File: src/rtl/spi_pkg.sv
// Shared definitions for the SPI master clocking blocks: default divider width and its type.
package spi_pkg;

   parameter int unsigned DefaultDividerWidth = 16;

   typedef logic [DefaultDividerWidth-1:0] divider_t;

endpackage

File: src/rtl/spi_sclk_gen_if.sv
// Control and strobe bundle between the SPI controller (master) and the SCLK generator (slave).
interface spi_sclk_gen_if
   import spi_pkg::*;
#(
   parameter int unsigned DIVIDER_WIDTH = DefaultDividerWidth
);

   logic                     tip;
   logic                     go;
   logic                     last_clk;
   logic [DIVIDER_WIDTH-1:0] divider;
   logic                     sclk_out;
   logic                     cpol_0;
   logic                     cpol_1;

   modport master (
      output tip,
      output go,
      output last_clk,
      output divider,
      input  sclk_out,
      input  cpol_0,
      input  cpol_1
   );

   modport slave (
      input  tip,
      input  go,
      input  last_clk,
      input  divider,
      output sclk_out,
      output cpol_0,
      output cpol_1
   );

endinterface

File: src/rtl/spi_sclk_divcnt.sv
// Reloading down-counter for the SCLK half-period; reloads while idle and exactly at zero.
module spi_sclk_divcnt
   import spi_pkg::*;
#(
   parameter int unsigned DIVIDER_WIDTH = DefaultDividerWidth
) (
   input  logic                     wb_clk,
   input  logic                     wb_rst,
   input  logic                     tip,
   input  logic [DIVIDER_WIDTH-1:0] reload_val,
   output logic                     cnt_zero,
   output logic                     cnt_one
);

   logic [DIVIDER_WIDTH-1:0] cnt_q, cnt_d;

   assign cnt_zero = (cnt_q == '0);
   assign cnt_one  = (cnt_q == DIVIDER_WIDTH'(1));

   always_comb begin
      cnt_d = cnt_q - DIVIDER_WIDTH'(1);
      if (!tip || cnt_zero) begin
         cnt_d = reload_val;
      end
   end

   always_ff @(posedge wb_clk) begin
      if (!wb_rst) begin
         cnt_q <= '1;
      end else begin
         cnt_q <= cnt_d;
      end
   end

endmodule

File: src/rtl/spi_sclk_gen.sv
// SPI serial-clock generator: sclk_out = wb_clk / (2*(divider+1)) during tip, plus edge strobes.
// Define SPI_CLKGEN_DIV_LATCH_EN to freeze the divider at transfer start (go && !tip).
module spi_sclk_gen
   import spi_pkg::*;
#(
   parameter int unsigned DIVIDER_WIDTH = DefaultDividerWidth
) (
   input  logic          wb_clk,
   input  logic          wb_rst,
   spi_sclk_gen_if.slave bus
);

   logic [DIVIDER_WIDTH-1:0] div_eff;
   logic                     div_zero;
   logic                     cnt_zero;
   logic                     cnt_one;
   logic                     sclk_q, sclk_d;
   logic                     cpol_0_q, cpol_0_d;
   logic                     cpol_1_q, cpol_1_d;

`ifdef SPI_CLKGEN_DIV_LATCH_EN
   logic [DIVIDER_WIDTH-1:0] div_q;
   logic                     capture;

   assign capture = bus.go && !bus.tip;
   // Bypass on the capture cycle so the preload already sees the new value.
   assign div_eff = capture ? bus.divider : div_q;

   always_ff @(posedge wb_clk) begin
      if (!wb_rst) begin
         div_q <= '1;
      end else if (capture) begin
         div_q <= bus.divider;
      end
   end
`else
   assign div_eff = bus.divider;
`endif

   assign div_zero = (div_eff == '0);

   spi_sclk_divcnt #(
      .DIVIDER_WIDTH (DIVIDER_WIDTH)
   ) u_divcnt (
      .wb_clk     (wb_clk),
      .wb_rst     (wb_rst),
      .tip        (bus.tip),
      .reload_val (div_eff),
      .cnt_zero   (cnt_zero),
      .cnt_one    (cnt_one)
   );

   always_comb begin
      sclk_d = sclk_q;
      // Once last_clk is up the clock may still fall but never rises again.
      if (bus.tip && cnt_zero && (!bus.last_clk || sclk_q)) begin
         sclk_d = !sclk_q;
      end
   end

   always_comb begin
      cpol_0_d = (bus.tip && !sclk_q && cnt_one) ||
                 (div_zero && sclk_q) ||
                 (div_zero && bus.go && !bus.tip);
      cpol_1_d = (bus.tip && sclk_q && cnt_one) ||
                 (div_zero && !sclk_q && bus.tip);
   end

   always_ff @(posedge wb_clk) begin
      if (!wb_rst) begin
         sclk_q   <= 1'b0;
         cpol_0_q <= 1'b0;
         cpol_1_q <= 1'b0;
      end else begin
         sclk_q   <= sclk_d;
         cpol_0_q <= cpol_0_d;
         cpol_1_q <= cpol_1_d;
      end
   end

   assign bus.sclk_out = sclk_q;
   assign bus.cpol_0   = cpol_0_q;
   assign bus.cpol_1   = cpol_1_q;

endmodule

File: src/flat_wrapper.sv
// flat-port wrapper written by rule: the top's interface ports become plain ports
module spi_sclk_gen_flat import spi_pkg::*;
#(
   parameter int unsigned DIVIDER_WIDTH = DefaultDividerWidth
)
  (wb_clk, wb_rst, bus_tip, bus_go, bus_last_clk, bus_divider, bus_sclk_out, bus_cpol_0, bus_cpol_1);
  spi_sclk_gen_if #(.DIVIDER_WIDTH(DIVIDER_WIDTH)) bus_i ();
  input  logic wb_clk;
  input  logic wb_rst;
  input wire logic [$bits(bus_i.tip)-1:0] bus_tip;
  input wire logic [$bits(bus_i.go)-1:0] bus_go;
  input wire logic [$bits(bus_i.last_clk)-1:0] bus_last_clk;
  input wire logic [$bits(bus_i.divider)-1:0] bus_divider;
  output wire logic [$bits(bus_i.sclk_out)-1:0] bus_sclk_out;
  output wire logic [$bits(bus_i.cpol_0)-1:0] bus_cpol_0;
  output wire logic [$bits(bus_i.cpol_1)-1:0] bus_cpol_1;
  assign bus_i.tip = bus_tip;
  assign bus_i.go = bus_go;
  assign bus_i.last_clk = bus_last_clk;
  assign bus_i.divider = bus_divider;
  assign bus_sclk_out = bus_i.sclk_out;
  assign bus_cpol_0 = bus_i.cpol_0;
  assign bus_cpol_1 = bus_i.cpol_1;
  spi_sclk_gen #(.DIVIDER_WIDTH(DIVIDER_WIDTH)) u_core (.wb_clk(wb_clk), .wb_rst(wb_rst), .bus(bus_i));
endmodule
File: config.mk
export PLATFORM = sky130hd
export DESIGN_NAME = spi_sclk_gen_flat
export DESIGN_NICKNAME = d
export VERILOG_FILES = /design/src/rtl/spi_pkg.sv /design/src/rtl/spi_sclk_gen_if.sv /design/src/rtl/spi_sclk_divcnt.sv /design/src/rtl/spi_sclk_gen.sv /design/src/flat_wrapper.sv
export SDC_FILE = /design/constraint.sdc
export NUM_CORES = 1
export LEC_CHECK = 0
export CAP_MARGIN = 20
export CORE_UTILIZATION = 50
export DETAILED_ROUTE_END_ITERATION = 10
export PLACE_DENSITY = 0.78
export SLEW_MARGIN = 25
export SYNTH_ARGS = -nofsm -noshare
export SYNTH_HDL_FRONTEND = slang
export SYNTH_HIERARCHICAL = 1
export SYNTH_SLANG_ARGS = --single-unit
File: constraint.sdc
create_clock -name wb_clk -period 2.3 [get_ports wb_clk]
set_clock_uncertainty 0.05 [all_clocks]
set_input_delay 0.345 -clock wb_clk [delete_from_list [all_inputs] [get_ports wb_clk]]
set_output_delay 0.345 -clock wb_clk [all_outputs]
set_load 0.005 [all_outputs]
==> results of run 1 <==
-- sequential cells by signal (all words and copies together) (netlist names) --
name                   count
u_core/bus.cpol_0          1
u_core/bus.cpol_1          1
u_core/bus.sclk_out        1
u_core/u_divcnt/cnt_q     16
-- layout by cell type, fill, tap and decap left out, drive strengths merged, types with 3 or more instances in the layout --
cell type	Yosys	routed
xnor2	5	5
o211ai	4	4
or2	4	4
nand2	5	5
a31oi	5	5
buf	2	10
nor3	6	6
or4	7	8
a21oi	4	4
clkdlybuf4s50	0	23
o21ai	11	11
a211oi	5	5
nor2	3	3
inv	5	6
nand4	3	3
nor4	12	12
dfxtp	19	19
xor2	5	5
clkbuf	5	3
ha	3	3
-- power groups by stage --
stage / combinational (mW) / sequential [mW] / clock, mW
after floorplan: 0.0581 / 0.371 / 0
after global placement: 0.120 / 0.374 / 0
after detailed placement: 0.123 / 0.376 / 0
after CTS: 0.124 / 0.368 / 0.173
after global routing: 0.139 / 0.373 / 0.190
final: 0.129 / 0.370 / 0.169
-- per-layer routing --
layer,global-route usage,share of wire,vias up
met1,0.356,0.43,574
met3,0.0455,0.065,14
li1,-,-,592
met2,0.456,0.48,59
met4,0.134,0.027,0
met5,0,0,-
-- logic make-up (layout without fill, tap and decap cells) --
group	count (synthesis)	in the layout	share of synthesized area
multiplexers	2	2	0.0181
adder cells (fa/ha/maj)	3	3	0.0320
XOR/XNOR	10	10	0.0746
AND/OR/NAND/NOR	48	49	0.268
flip-flops	19	19	0.324
buffers and inverters	13	43	0.0522
AO/OA/AOI/OAI	40	40	0.231
-- final cells by class --
class,count,share of cell area
tap,28,0.0228
sequential,19,0.250
clock inverter,1,0.00326
inverter,6,0.0196
multi-input combinational,104,0.492
clock buffer,3,0.0147
timing repair buffer,33,0.197
-- metrics by stage --
step | setup TNS, ns | std cells
2_1_floorplan | 0 | 135
3_3_place_gp | 0 | 186
3_5_place_dp | 0 | 186
4_1_cts | 0 | 190
5_1_grt | -0.0896 | 194
6_report | 0 | 194
-- repair_timing --
action                                 in CTS  in global routing
resized for setup                           0                 13
setup endpoints to repair                   0                  6
setup buffers                               0                  3
endpoints found under the hold margin       0                  0
-- worst max-delay path: cells and delay by family (launching register included) --
family | cells | cell delay [ns]
compound gates | 1 | 0.27
fa+ha+maj | 1 | 0.18
flops | 1 | 0.37
simple gates | 3 | 1.09
buf+inv | 2 | 0.19
-- worst max path at each step --
stage	start	endpoint	slack, ns	cells past startpoint
global placement	u_core/u_divcnt/cnt_q[0]$_SDFF_PN1_	u_core/u_divcnt/cnt_q[14]$_SDFF_PN1_	0.14	7
finish	u_core/u_divcnt/cnt_q[1]$_SDFF_PN1_	u_core/u_divcnt/cnt_q[14]$_SDFF_PN1_	0.03	7
floorplan	u_core/u_divcnt/cnt_q[0]$_SDFF_PN1_	u_core/u_divcnt/cnt_q[11]$_SDFF_PN1_	0.25	7
global route	u_core/u_divcnt/cnt_q[1]$_SDFF_PN1_	u_core/u_divcnt/cnt_q[14]$_SDFF_PN1_	-0.03	7
detailed placement	u_core/u_divcnt/cnt_q[0]$_SDFF_PN1_	u_core/u_divcnt/cnt_q[14]$_SDFF_PN1_	0.06	7
CTS	u_core/u_divcnt/cnt_q[0]$_SDFF_PN1_	u_core/u_divcnt/cnt_q[14]$_SDFF_PN1_	0.03	7
==> metrics.cfg, run 1 <==
[placed_design]
place_area_mm2=0.00146
io_buffers=23
hpwl_mm=2.40
dp_slack_ns=0.0577
gp_congestion=0.923

[logic_synthesis]
avgSynthCellArea_um2=8.69
seq_area_frac_synth=0.324
postSynthCellCount=135
synth_nets=159
ys_ff_latch=19
async_flop_share=0
synthFlopType=dfxtp_1
synth_edf_count=0
synth_top_area_frac=0.324
synth_area_leaders=dfxtp_1, nor4_1, o21ai_0
ys_types=42
yosysWarnings=6
yosysMostFrequentCell=dfxtp_1
synth_common_cells=dfxtp_1, nor4_1, o21ai_0, nor3_1
netlist_area_mm2=0.00117
synth_top_cell_by_area=dfxtp_1

[cells_and_area]
final_cell_area_mm2=0.00153
area_growth_pct=30.7
diodes=0
multi_input_area_um2=754
layout-drive-gt1-share=0.211
n_fill_cell=195
final_nets=191
final_util=0.693
regArea_um2=384

[floorplanning]
fp.dieArea_mm2=0.00255
fp.dieH_um=50.5
pin_count=24
num_rows=17
initial_core_util=0.531
die_w_um=50.5
core_mm2=0.00221

[hold_path]
min_from=u_core/u_divcnt/cnt_q[13]$_SDFF_PN1_
hp-class=register to register
holdPathEnd=u_core/u_divcnt/cnt_q[13]$_SDFF_PN1_
holdPathStages=2

[clock_network]
htreeDepth=1
clock_path_buffers=2
clock_sinks=19
tritoncts=done
cts_hold_buf=0
clkTransAtPathRegs_ns=0.11
worst_skew_pair.late_latency_ns=0.30
cts_root_buffer=clkbuf_4
cts_made_buffers=3

[setup_path]
timing.rr.start=u_core/u_divcnt/cnt_q[1]$_SDFF_PN1_
crit_chain=inv_2 > ha_2 > or3b_4 > or4_4 > inv_8 > nor2_2 > a211o_1
setup.worst_path.class=register to register
critPathMaxStageDelay_ns=0.63
r2r_end=u_core/u_divcnt/cnt_q[14]$_SDFF_PN1_
crit_path_end_kind=register
worst-path-max-fanout=7
reg2reg_setup_slack_ns=0.03
slowest_stage=or4_4
ff2ff_path_depth=7
worst_ep_required_time_ns=2.45
crit_arrival_ns=2.42
start_kind=register

[detailed_routing]
routed_wl_mm=3.31
drt_iter0_drc=44
drc=0
ant_nets=0
post_drt_wl_per_cell_um=17.1
viasPerCell=6.39
drt_pass1_iterations=4
vias=1239

[sta]
min_period_over_period=0.985
hold_violations=0
worstMarginPinSlew_ns=0.386
slew_headroom=0.740
timing.fmax_mhz=441
finalSetupViolations=0
fin_ws_ns=0.0342
period_minus_slack_ns=2.27
holdWs_ns=0.475
slew_violations=0

[global_route]
grt_overflow_total=0
grt_max_degree=16
grt_pass1_vias=1173
gr-usage-all-layers=0.279
grt_pass1_wl_mm=5.30
antenna_found_initial=0

[pwr]
power_density_mw_per_mm2=435
netSwitchingPower_mw=0.185
seqPwrFrac=0.554
internal_power_mw=0.482
leakage_nw=0.511
switching_share=0.278
clockPowerShare=0.253
pwr-share-comb=0.193
vdd_drop_max_mv=0.325
p_total_mw=0.667

[run_status]
status=finished, final reports clean

[job]
drv_cap=0

Note: power is estimated with default switching activity, not from simulation.
==> run 2: changes to the inputs <==
- GPL_TIMING_DRIVEN: default -> 0
- SYNTH_HIERARCHICAL: 1 -> default
==> run 2 against run 1 <==
  * Final cell count is 2.6% lower
  * Global-route usage is 0.81 points lower
  * Setup slack better by 0.34 ns
  * Synthesized cell count is 0.74% lower
  * Combinational power is 12% lower
  * Hold slack better by 0.035 ns
  * Via count is 8.6% lower
  * Design area is 4.8% lower
  * Largest cell class unchanged
  * Largest power group unchanged
  * Highest routed layer unchanged
==> metrics.cfg, run 2 <==
[cells_and_area]
final_nets=186
largest_reg_flops=16
top_register=u_core.u_divcnt.cnt_q
layout-drive-gt1-share=0.0994
layout_commonest_cell=clkdlybuf4s50_1
diodes=0
n_fill_cell=210
final_cell_area_mm2=0.00146
regArea_um2=380
multi_input_area_um2=702
final_cell_mix=clkdlybuf4s50_1, dfxtp_1, a21oi_1
area_growth_pct=24.9

[floorplanning]
fp.dieH_um=50.3
num_rows=17
die_w_um=50.3
pin_count=24
initial_core_util=0.528
core_mm2=0.00221
fp.dieArea_mm2=0.00253

[logic_synthesis]
yosysWarnings=0
yosysMostFrequentCell=dfxtp_1
synth_top_area_frac=0.325
netlist_area_mm2=0.00117
postSynthCellCount=134
synthFlopType=dfxtp_1
avgSynthCellArea_um2=8.72
async_flop_share=0
ys_ff_latch=19
synth_area_leaders=dfxtp_1, a21oi_1, o311ai_1
synth_top_cell_by_area=dfxtp_1
synth_nets=158
ys_types=36
seq_area_frac_synth=0.325
synth_edf_count=0
synth_common_cells=dfxtp_1, a21oi_1, o21ai_1, o311ai_1

[hold_path]
holdPathStages=2
min_from=u_core.u_divcnt.cnt_q[15]$_SDFF_PN1_
hp-class=register to register
holdPathEnd=u_core.u_divcnt.cnt_q[15]$_SDFF_PN1_

[sta]
slew_violations=0
slew_headroom=0.618
rsz0062_at_grt=no
finalSetupViolations=0
hold_violations=0
min_period_over_period=0.836
period_minus_slack_ns=1.92
worstMarginPinSlew_ns=0.569
timing.fmax_mhz=520
tns_ns=0

[placed_design]
gp_congestion=0.830
hpwl_mm=2.22
place_area_mm2=0.00143
io_buffers=23

[setup_path]
worst_ep_required_time_ns=2.44
crit_path_end_kind=register
setup.worst_path.class=register to register
timing.rr.start=u_core.u_divcnt.cnt_q[0]$_SDFF_PN1_
worst-path-max-fanout=10
reg2reg_setup_slack_ns=0.38
r2r_end=u_core.u_divcnt.cnt_q[7]$_SDFF_PN1_
ff2ff_path_depth=7
start_kind=register
crit_arrival_ns=2.06

[detailed_routing]
routed_wl_mm=3.04
drt_iter0_drc=31
ant_nets=0
drt_pass1_iterations=4
post_drt_wl_per_cell_um=16.1
drc=0
viasPerCell=5.99
vias=1132

[clock_network]
post_cts_buffers=0
clock_path_buffers=2
cts_root_buffer=clkbuf_4
tritoncts=done
clock_sinks=19
worst_skew_pair.late_latency_ns=0.31
htreeDepth=1
cts_hold_buf=0
clkTransAtPathRegs_ns=0.11
ctsResizeCount=0
cts_made_buffers=3

[job]
drv_cap=0

[run_status]
status=finished, final reports clean

[global_route]
grt_pass1_vias=1086
grt_overflow_total=0
gr-usage-all-layers=0.271
antenna_found_initial=0
grt_max_degree=11
grt_pass1_wl_mm=5.00

[pwr]
vdd_drop_max_mv=0.451
leakage_nw=0.488
power_density_mw_per_mm2=455

## run 2: worst max-delay path by stage
| stage | startpoint | to | slack, ns |
|---|---|---|---|
| floorplan | u_core.u_divcnt.cnt_q[0]$_SDFF_PN1_ | u_core.u_divcnt.cnt_q[5]$_SDFF_PN1_ | 0.67 |
| global placement | wb_rst | u_core.u_divcnt.cnt_q[0]$_SDFF_PN1_ | 0.32 |
| detailed placement | wb_rst | u_core.u_divcnt.cnt_q[2]$_SDFF_PN1_ | 0.29 |
| CTS | u_core.u_divcnt.cnt_q[0]$_SDFF_PN1_ | u_core.u_divcnt.cnt_q[7]$_SDFF_PN1_ | 0.41 |
| global route | u_core.u_divcnt.cnt_q[4]$_SDFF_PN1_ | u_core.u_divcnt.cnt_q[7]$_SDFF_PN1_ | 0.25 |
| finish | u_core.u_divcnt.cnt_q[0]$_SDFF_PN1_ | u_core.u_divcnt.cnt_q[7]$_SDFF_PN1_ | 0.38 |
## run 2: layer usage
layer  wire length, um  GRT usage  vias up
li1                  -          -      556
met1              1330      0.352      537
met2              1500      0.442       35
met3               164     0.0303        4
met4                50      0.139        0
met5                 0          0        -
## run 2: kinds of logic (layout without fill, tap and decap cells)
kind of cell	count (synthesis)	after routing	synth area share
xor+xnor	11	11	0.0824
simple gates	47	47	0.273
flops	19	19	0.325
fa+ha+maj	3	3	0.0321
compound gates	40	40	0.213
buf+inv	14	41	0.0739
## run 2: layout make-up
class,count,area share
clock buffers,4,0.0180
multi-input cells,101,0.481
well taps,28,0.0240
flip-flops and latches,19,0.260
repair buffers,23,0.158
plain buffers,10,0.0488
inverters,4,0.0103
## run 2: metrics by stage
stage / util / instances / worst slack (ns) / power [mW] / hold WS (ns)
3_5_place_dp: 0.648 / 185 / 0.286 / 0.490 / 0.490
2_1_floorplan: - / 134 / 0.670 / 0.434 / 0.437
5_1_grt: 0.660 / 189 / 0.254 / 0.694 / 0.557
3_3_place_gp: 0.648 / 185 / 0.316 / 0.485 / 0.459
6_report: 0.660 / 189 / 0.376 / 0.664 / 0.509
4_1_cts: 0.660 / 189 / 0.408 / 0.667 / 0.510
## run 2: where the power goes
| group | switching (mW) | leakage, nW | internal (mW) |
|---|---|---|---|
| clock | 0.112 | 0.0150 | 0.0679 |
| sequential | 0.0227 | 0.157 | 0.348 |
| combinational | 0.0501 | 0.316 | 0.0642 |
| total | 0.184 | 0.488 | 0.480 |
## run 2: worst max-delay path, stage by stage (launching register included)
cell     delay [ns]
dfxtp_1        0.39
inv_1          0.12
ha_1           0.15
nor4b_1        0.38
nand4_1        0.20
buf_2          0.25
a21oi_1        0.18
o21ai_1        0.09
==> run 3: changes to the inputs <==
- CORE_UTILIZATION: 50 -> 45
- PLACE_DENSITY: 0.78 -> 0.74
- clock period: 2.3 -> 1.65 ns (I/O delays scaled with it)
==> run 3 against run 2 <==
  * The flow now finishes with violations (setup timing)
  * Flip-flop and latch count unchanged
  * Register-to-register slack lost 0.44 ns
  * Non-clock buffer count increased by 20
  * Clock power increased by 46%
  * Final cell count increased by 12%
  * Global-route usage down 0.74 points
  * Power rose by 52%
  * Sequential share of layout area decreased by 4.1 points
  * Critical endpoint is now u_core.u_divcnt.cnt_q[2]$_SDFF_PN1_
==> metrics.cfg, run 3 (synthesis gave the netlist of run 2 again) <==
[cells_and_area]
layout-drive-gt1-share=0.326
final_cell_mix=clkdlybuf4s50_1, buf_4, a21oi_1
area_growth_pct=54.1
top_register=u_core.u_divcnt.cnt_q
final_nets=206
diodes=0
largest_reg_flops=16
layout_commonest_cell=clkdlybuf4s50_1

[setup_path]
crit_arrival_ns=1.88
worst-path-buf-inv=3
r2r_end=u_core.u_divcnt.cnt_q[2]$_SDFF_PN1_
reg2reg_setup_slack_ns=-0.07
crit_chain=inv_2 > ha_4 > nor4b_4 > and4_1 > buf_6 > buf_4 > o311ai_1
setup.worst_path.class=register to register
worst_ep_required_time_ns=1.82
start_kind=register
worst-path-max-fanout=8
critPathMaxStageDelay_ns=0.38
slowest_stage=dfxtp_2
ff2ff_path_depth=7
crit_path_end_kind=register
path_delay_family=flip-flops
cp-startpoint=u_core.u_divcnt.cnt_q[1]$_SDFF_PN1_
timing.rr.start=u_core.u_divcnt.cnt_q[1]$_SDFF_PN1_

[pwr]
power_density_mw_per_mm2=560
p_total_mw=1.01
leakage_nw=0.674
vdd_drop_max_mv=0.571

[sta]
min_period_over_period=1.04
worstMarginPinSlew_ns=0.605
timing.fmax_mhz=582
slew_headroom=0.597
hold_violations=0
fin_ws_ns=-0.0680
period_minus_slack_ns=1.72
slew_violations=0
rsz0062_at_grt=yes
finalSetupViolations=7

[global_route]
grt_pass1_vias=1183
grt_max_degree=12
gr-usage-all-layers=0.264
grt_overflow_total=0
antenna_found_initial=0
grt_pass1_wl_mm=5.31

[hold_path]
holdPathStages=3
min_from=bus_divider[8]
holdPathEnd=u_core.u_divcnt.cnt_q[8]$_SDFF_PN1_
hp-class=primary input to register

[detailed_routing]
routed_wl_mm=3.80
drt_iter0_drc=49
vias=1297
drt_pass1_iterations=4
ant_nets=0
post_drt_wl_per_cell_um=18.0
viasPerCell=6.15
drc=0

[clock_network]
worst_skew_pair.late_latency_ns=0.32
clock_path_buffers=2
htreeDepth=1
cts_hold_buf=0
tritoncts=done
cts_root_buffer=clkbuf_4
cts_made_buffers=3
clock_sinks=19
clkTransAtPathRegs_ns=0.12

[floorplanning]
fp.dieH_um=53.0
die_w_um=53.0
fp.dieArea_mm2=0.00280
core_mm2=0.00245
initial_core_util=0.476
pin_count=24
num_rows=18

[placed_design]
gp_congestion=0.781
io_buffers=23
hpwl_mm=2.16
dp_slack_ns=-0.272

[job]
drv_cap=0

[run_status]
violations=setup timing
status=complete, but fails checks

run 3: cell types whose count changed in the layout (fill, tap and decap cells not counted), moves of 3 or more:
cell / previous run / this run
buf_4: 0 / 18
o21ai_1: 9 / 1
dfxtp_1: 19 / 13
o21ai_2: 0 / 6
buf_6: 2 / 5
dfxtp_2: 0 / 3
dfxtp_4: 0 / 3
run 3: area by class of cell:
| cell class | count | area (um2) |
|---|---|---|
| buffer | 10 | 86.3 |
| clock buffer | 3 | 22.5 |
| clock inverter | 1 | 5.00 |
| fill | 166 | 654 |
| inverter | 4 | 17.5 |
| multi-input combinational | 101 | 831 |
| sequential | 19 | 395 |
| tap | 30 | 37.5 |
| timing repair buffer | 43 | 405 |
run 3: per-stage QoR:
stage / instance area, um2 / instances / TNS (ns) / hold slack, ns / util
after floorplan: 1170 / 134 / 0 / 0.339 / -
after global placement: 1440 / 187 / -2.63 / 0.459 / 0.585
after detailed placement: 1440 / 187 / -3.30 / 0.482 / 0.585
after CTS: 1610 / 201 / -0.0766 / 0.514 / 0.657
after global routing: 1800 / 211 / -0.840 / 0.526 / 0.733
final: 1800 / 211 / -0.190 / 0.513 / 0.733
run 3: routing by layer:
layer	global-route usage	up-vias	share of wire
met5	0	-	0
met4	0.0965	0	0.027
met3	0.0489	13	0.065
met2	0.462	62	0.52
met1	0.317	616	0.39
li1	-	606	-
run 3: timing repair:
action | in CTS | in global routing
pin swaps | 2 | 5
gates resized for setup | 17 | 25
gates cloned | 0 | 1
endpoints found under the setup margin | 17 | 17
setup buffers | 10 | 9
run 3: tightest hold or removal path, stage by stage:
cell             delay, ns
clkdlybuf4s50_1       0.45
o21ai_2               0.07
o311ai_1              0.09
run 3: power by group:
part           leakage (nW)  switching (mW)  internal (mW)
clock network        0.0177           0.171         0.0910
logic                 0.499          0.0985          0.123
registers             0.157          0.0388          0.485
total                 0.674           0.308          0.699
run 3: worst max-delay path by stage:
stage,end,cells past startpoint
final,u_core.u_divcnt.cnt_q[2]$_SDFF_PN1_,7
after global routing,u_core.u_divcnt.cnt_q[2]$_SDFF_PN1_,7
after CTS,u_core.u_divcnt.cnt_q[7]$_SDFF_PN1_,5
after detailed placement,u_core.u_divcnt.cnt_q[4]$_SDFF_PN1_,4
after global placement,u_core.u_divcnt.cnt_q[0]$_SDFF_PN1_,4
after floorplan,u_core.u_divcnt.cnt_q[5]$_SDFF_PN1_,8
